`src/rtl/cpx_accum_dump.sv`:
```
// cpx_accum_dump
//   Integrate-and-dump for a complex sample stream. Sums acc_len accepted
//   I/Q samples and presents each completed sum as one result on a
//   valid/ready output. The block keeps accumulating while a result is
//   waiting, and stalls only on the sample that would overwrite it.
//
// Ports
//   clk            rising-edge clock
//   rst_n          asynchronous active-low reset
//   m_axis_tvalid  upstream sample valid
//   i, q           signed input samples (i_bits / q_bits)
//   s_axis_tready  sample can be accepted this cycle (combinational)
//   m_axis_tready  downstream ready for a dump result
//   s_axis_tvalid  dump result valid
//   acc_i, acc_q   signed dump result (acc_bits), wraps on overflow
module cpx_accum_dump #(
    parameter int i_bits   = 24,
    parameter int q_bits   = 24,
    parameter int acc_len  = 64,
    parameter int acc_bits = 32
) (
    input  logic                       clk,
    input  logic                       rst_n,
    input  logic                       m_axis_tvalid,
    input  logic signed [i_bits-1:0]   i,
    input  logic signed [q_bits-1:0]   q,
    output logic                       s_axis_tready,
    input  logic                       m_axis_tready,
    output logic                       s_axis_tvalid,
    output logic signed [acc_bits-1:0] acc_i,
    output logic signed [acc_bits-1:0] acc_q
);

    localparam int              CNT_W    = (acc_len > 1) ? $clog2(acc_len) : 1;
    localparam logic [CNT_W-1:0] CNT_LAST = CNT_W'(acc_len - 1);

    logic [CNT_W-1:0]           count_q, count_d;
    logic signed [acc_bits-1:0] sum_i_q, sum_i_d;
    logic signed [acc_bits-1:0] sum_q_q, sum_q_d;
    logic signed [acc_bits-1:0] acc_i_q, acc_i_d;
    logic signed [acc_bits-1:0] acc_q_q, acc_q_d;
    logic                       valid_q, valid_d;

    logic                       at_last;
    logic                       accept;
    logic                       dump;
    logic                       out_accept;
    logic signed [acc_bits-1:0] i_ext, q_ext;
    logic signed [acc_bits-1:0] tot_i, tot_q;

    // Size casts of signed operands sign-extend.
    assign i_ext = acc_bits'(i);
    assign q_ext = acc_bits'(q);
    assign tot_i = sum_i_q + i_ext;
    assign tot_q = sum_q_q + q_ext;

    assign at_last = (count_q == CNT_LAST);

    // Only the final sample of a block is held off, and only while the
    // previous result is still unconsumed and not being taken this cycle.
    assign s_axis_tready = rst_n & ~(at_last & valid_q & ~m_axis_tready);

    assign accept     = m_axis_tvalid & s_axis_tready;
    assign dump       = accept & at_last;
    assign out_accept = valid_q & m_axis_tready;

    always_comb begin
        count_d = count_q;
        sum_i_d = sum_i_q;
        sum_q_d = sum_q_q;
        acc_i_d = acc_i_q;
        acc_q_d = acc_q_q;
        valid_d = valid_q;

        if (out_accept) begin
            valid_d = 1'b0;
        end

        if (accept) begin
            if (at_last) begin
                acc_i_d = tot_i;
                acc_q_d = tot_q;
                sum_i_d = '0;
                sum_q_d = '0;
                count_d = '0;
                // A dump in the same cycle as an out-accept keeps valid high.
                valid_d = 1'b1;
            end else begin
                sum_i_d = tot_i;
                sum_q_d = tot_q;
                count_d = count_q + CNT_W'(1);
            end
        end
    end

    always_ff @(posedge clk or negedge rst_n) begin
        if (!rst_n) begin
            count_q <= '0;
            sum_i_q <= '0;
            sum_q_q <= '0;
            acc_i_q <= '0;
            acc_q_q <= '0;
            valid_q <= 1'b0;
        end else begin
            count_q <= count_d;
            sum_i_q <= sum_i_d;
            sum_q_q <= sum_q_d;
            acc_i_q <= acc_i_d;
            acc_q_q <= acc_q_d;
            valid_q <= valid_d;
        end
    end

    assign s_axis_tvalid = valid_q;
    assign acc_i         = acc_i_q;
    assign acc_q         = acc_q_q;

endmodule
```
`config.mk`:
```
export PLATFORM = sky130hd
export DESIGN_NAME = cpx_accum_dump
export DESIGN_NICKNAME = d
export VERILOG_FILES = /design/src/rtl/cpx_accum_dump.sv
export SDC_FILE = /design/constraint.sdc
export NUM_CORES = 1
export LEC_CHECK = 0
export CORE_UTILIZATION = 30
export DETAILED_ROUTE_END_ITERATION = 6
export GPL_TIMING_DRIVEN = 0
export PLACE_DENSITY = 0.58
export SLEW_MARGIN = 20
export SYNTH_ARGS = -nofsm -noshare
export SYNTH_HDL_FRONTEND = slang
export SYNTH_SLANG_ARGS = --single-unit
```
`constraint.sdc`:
```
create_clock -name clk -period 3.7 [get_ports clk]
set_input_delay 0.555 -clock clk [delete_from_list [all_inputs] [get_ports clk]]
set_output_delay 0.555 -clock clk [all_outputs]
set_load 0.005 [all_outputs]
```
== Word-level counts from Yosys, hierarchy flattened ==
Index checks and enable logic that the tools add are counted.

* $add $sub $neg: 3
* Equal/unequal tests: 1
* Muxes and demuxes: 6
* Bitwise logic cells: 7
* Reduce and logical (&&, ||, !) cells: 1

{| class="wikitable"
|+ Operators by type and width
! cell !! count
|-
| $add A32 B24 Y32 || 2
|-
| $mux W32 || 2
|-
| $add A6 B1 Y6 const B || 1
|-
| $eq A6 B6 Y1 const B || 1
|-
| $mux W6 || 1
|-
| $and A1 B1 Y1 || 5
|-
| $mux W1 || 3
|-
| $not A1 Y1 || 2
|-
| $reduce_and A2 Y1 || 1
|}

* Register bits: 135
* Bits of input ports: 52
* Output and inout port bits: 66
* Logic and storage cells: 24

== Logic depth before layout (Yosys ltp) ==
* Depth in word-level cells: 7
* Mapped depth: 12
* Mapped depth without buffers: 10

== Worst setup path after synthesis ==
OpenSTA, ideal clock, no wires.

* Path kind: input to register
* From: input q[3]
* To: register acc_q_q[31], in the netlist acc_q[31]
* Setup time: 125 ps
* Arrival time: 2,704 ps
* Required time: 3,575 ps
* Path slack: 872 ps
* Stages on the path: 9
* Path buffers: 0
* Path through: ha_1 -> a21o_1 -> a221oi_2 -> o22a_1 -> a211oi_1 -> o2111a_1 -> nor3_2 -> xnor3_1 -> mux2_2

* Cells in the longest elaborated chain, start to end: 1

{| class="wikitable"
|+ Ends and longest elaborated chain
! item !! line !! source
|-
| start: declaration || 26 || <nowiki>input logic signed [q_bits-1:0] q,</nowiki>
|-
| $add A32 B24 Y32 || 55 || <nowiki>assign tot_q = sum_q_q + q_ext;</nowiki>
|-
| end signal: assignment || 109 || <nowiki>acc_q_q <= acc_q_d;</nowiki>
|-
| end: declaration || 41 || <nowiki>logic signed [acc_bits-1:0] acc_q_q, acc_q_d;</nowiki>
|}

Every way passes these cells.
A chain may end at the register's enable or synchronous reset.

== Worst setup path after layout ==
* From: register count_q[0]
* To: register acc_q_q[24], in the netlist acc_q[24]

* Cells in the longest elaborated chain, start to end: 7

{| class="wikitable"
|+ Ends and longest elaborated chain
! item !! line !! source
|-
| start: declaration || 37 || <nowiki>logic [CNT_W-1:0] count_q, count_d;</nowiki>
|-
| start signal: assignment || 105 || <nowiki>count_q <= count_d;</nowiki>
|-
| $eq A6 B6 Y1 (*) || 57 || <nowiki>assign at_last = (count_q == CNT_LAST);</nowiki>
|-
| $and A1 B1 Y1 (2 in a row) || 61 || <nowiki>assign s_axis_tready = rst_n & ~(at_last & valid_q & ~m_axis_tready);</nowiki>
|-
| $not A1 Y1 || 61 ||
|-
| $and A1 B1 Y1 || 61 ||
|-
| $and A1 B1 Y1 || 63 || <nowiki>assign accept = m_axis_tvalid & s_axis_tready;</nowiki>
|-
| $reduce_and A2 Y1 (no line) (*) || -- ||
|}

Every way passes the cells marked *; elsewhere a longest branch is shown, timed or not.

==> impl_metrics.json <==
{
  "coreArea_um2": 26900,
  "ys_warn_count": 0,
  "synthesis.area_um2": 8210,
  "antenna_found_initial": 0,
  "numCtsBuffers": 17,
  "clock_path_buffers": 2,
  "gr-total-overflow": 0,
  "worst-endpoint-arrival_ps": 3590,
  "fmax_ghz": 0.305,
  "finalCriticalPeriod_ps": 3280,
  "fin_cells": 1369,
  "fin_skew_ps": 15.6,
  "vdd_ir_drop_max_mv": 0.256,
  "synthTopCellsByArea": "dfrtp_1 41%, ha_1 9.6%, nand2_1 7.6%, xnor2_1 4.1%, o21ai_0 4.0%",
  "hpwl_um": 17500,
  "syn-mean-instance-area_um2": 9.34,
  "cp_max_fo": 10,
  "dieWidth_um": 167,
  "pre_cts_ws_ps": -64.0,
  "regArea_um2": 3380,
  "power.density_nw_per_um2": 722,
  "fin_ws_ps": 420,
  "drt_iter0_markers": 348,
  "relSlewSlack_pct": 33.3,
  "antenna_left": 0,
  "clk_latency_ps": 440,
  "yosys.area.top_type": "dfrtp_1",
  "syn_inst": 879,
  "yosys-top-cells-count": "166 x nand2_1, 135 x dfrtp_1, 65 x o21ai_0",
  "post-synth-top-count-cell": "nand2_1",
  "rsz0062_at_grt": "false",
  "critical_path.endpoint_type": "register",
  "die_h_um": 167,
  "io_pins": 118,
  "insertedDiodeCount": 0,
  "slew_viol_final": 0,
  "period_share_pct": 88.7,
  "total_power_mw": 7.52,
  "synth_top_cell_area_share_pct": 41.2,
  "dp.cells": 1338,
  "clk_pin_slew_ps": 60,
  "drv_cap": 0,
  "initial_core_util_pct": 30.5,
  "worst_hold_path_type": "input pin to asynchronous set/reset pin",
  "cts_tree": "built",
  "drtPass1Iterations": 5,
  "setup_viol": 0,
  "ctsHtreeMaxLevel": 4,
  "syn_to_final_growth_pct": 26.8,
  "start_kind": "register",
  "hold_viol": 0,
  "port_buffers": 117,
  "track_usage_pct": 17.4,
  "cts_root_buffer": "clkbuf_16",
  "synth-edff-count": 0,
  "fill_cells": 2730,
  "grt_max_degree": 71,
  "grt_pass1_wl_um": 38000,
  "ys_ff_latch": 135,
  "finalWeightedCongestion": 0.885,
  "viasPerCell": 5.16,
  "drive_gt1_share_pct": 6.71,
  "yosysSeqAreaShare_pct": 41.2,
  "p_leak_nw": 4.69,
  "wl_per_cell_um": 17.2,
  "finalWirelength_um": 23600,
  "required_ps": 4010,
  "ys_types": 66,
  "finalNetCount": 1133,
  "holdWs_ps": 90.6,
  "grt_pass1_vias": 7088,
  "drcViolationCount": 0,
  "dieArea_um2": 28000,
  "multi_input_area_um2": 4650,
  "cts_sinks": 135,
  "worstMarginPinSlew_ps": 1000,
  "postSynth.asyncResetShare_pct": 100,
  "status": "complete, no violations",
  "crit_type": "register to register",
  "row_count": 60,
  "via_count": 7058,
  "synth_ff_type": "dfrtp_1",
  "syn_nets": 996,
  "r2r_slack_ps": 420
}
-- layout by cell type, fill, tap and decap left out, types with 14 or more instances in the layout --
| cell type | n |
|---|---|
| nand2_1 | 166 |
| dfrtp_1 | 135 |
| clkdlybuf4s50_1 | 116 |
| o21ai_0 | 65 |
| ha_1 | 63 |
| a21oi_1 | 46 |
| nor2_1 | 43 |
| xnor2_1 | 38 |
| a22o_1 | 29 |
| clkbuf_1 | 27 |
| a21o_1 | 27 |
| xor2_1 | 21 |
| o31ai_1 | 18 |
| clkbuf_16 | 17 |
| mux2_2 | 16 |
| inv_1 | 15 |
| nand3_1 | 14 |
-- stage by stage --
stage | setup TNS (ps) | instance area, um2 | util (%)
floorplan | 0 | 8210 | -
global placement | -1193550 | 9810 | 36.5
detailed placement | -251 | 9840 | 36.6
CTS | 0 | 10400 | 38.7
global route | 0 | 10400 | 38.7
finish | 0 | 10400 | 38.7
-- per-layer routing --
metal	up-vias	wire (um)	global-route usage [%]
met3	33	937	3.50
met4	0	488	6.14
met2	147	11000	28.0
met5	-	0	0
met1	3419	11200	23.2
li1	3459	-	-
-- path summary, 6_finish.rpt --
kind,from,end,depth (start not counted)
max,count_q[0],acc_q[24],8
min reg2reg,acc_i[23],acc_i[23],2
min,rst_n,acc_q[28],1
min in group clk,acc_i[23],acc_i[23],2
max reg2reg,count_q[0],acc_q[24],8
max in group asynchronous,rst_n,acc_i[22],2
-- report_power, final --
group	internal, mW	switching (mW)	leakage (nW)
sequential	1.85	0.242	1.75
combinational	1.62	2.14	2.68
clock	0.976	0.697	0.264
-- final cells by class --
| cell class | count | area share [%] |
|---|---|---|
| sequential | 135 | 32.5 |
| buffer | 33 | 1.24 |
| inverter | 15 | 0.541 |
| timing repair buffer | 118 | 11.6 |
| clock inverter | 10 | 0.914 |
| tap | 341 | 4.10 |
| multi-input combinational | 696 | 44.7 |
| clock buffer | 21 | 4.52 |
-- sequential cells by signal (all words and copies together), names as in the netlist --
register       cells
acc_q             32
count_q            6
s_axis_tvalid      1
acc_i             32
sum_q_q           32
sum_i_q           32
-- cell families (layout without fill, tap and decap cells) --
kind of cell	Yosys count	after routing	synth area share, %
and+or+nand+nor	284	284	15.2
AOI/OAI and AO/OA	269	269	22.3
DFF	135	135	41.2
adders and majority gates	65	65	10.1
xor gates and xnor gates	60	60	6.57
buffers and inverters	48	197	2.23
muxes	18	18	2.45
-- critical path: stages (launching register included) --
cell,delay (ps)
dfrtp_1,410
ha_1,250
nand3_1,110
or2_2,120
clkbuf_1,260
o211ai_2,270
nor2_2,510
clkbuf_1,800
mux2_2,420
-- what timing repair did --
item / 4_1_cts / 5_1_grt
hold buffers: 0 / 0
setup buffers: 0 / 0
gates resized for setup: 1 / 4
setup endpoints to repair: 9 / 6
(Power assumes the default switching activity.)
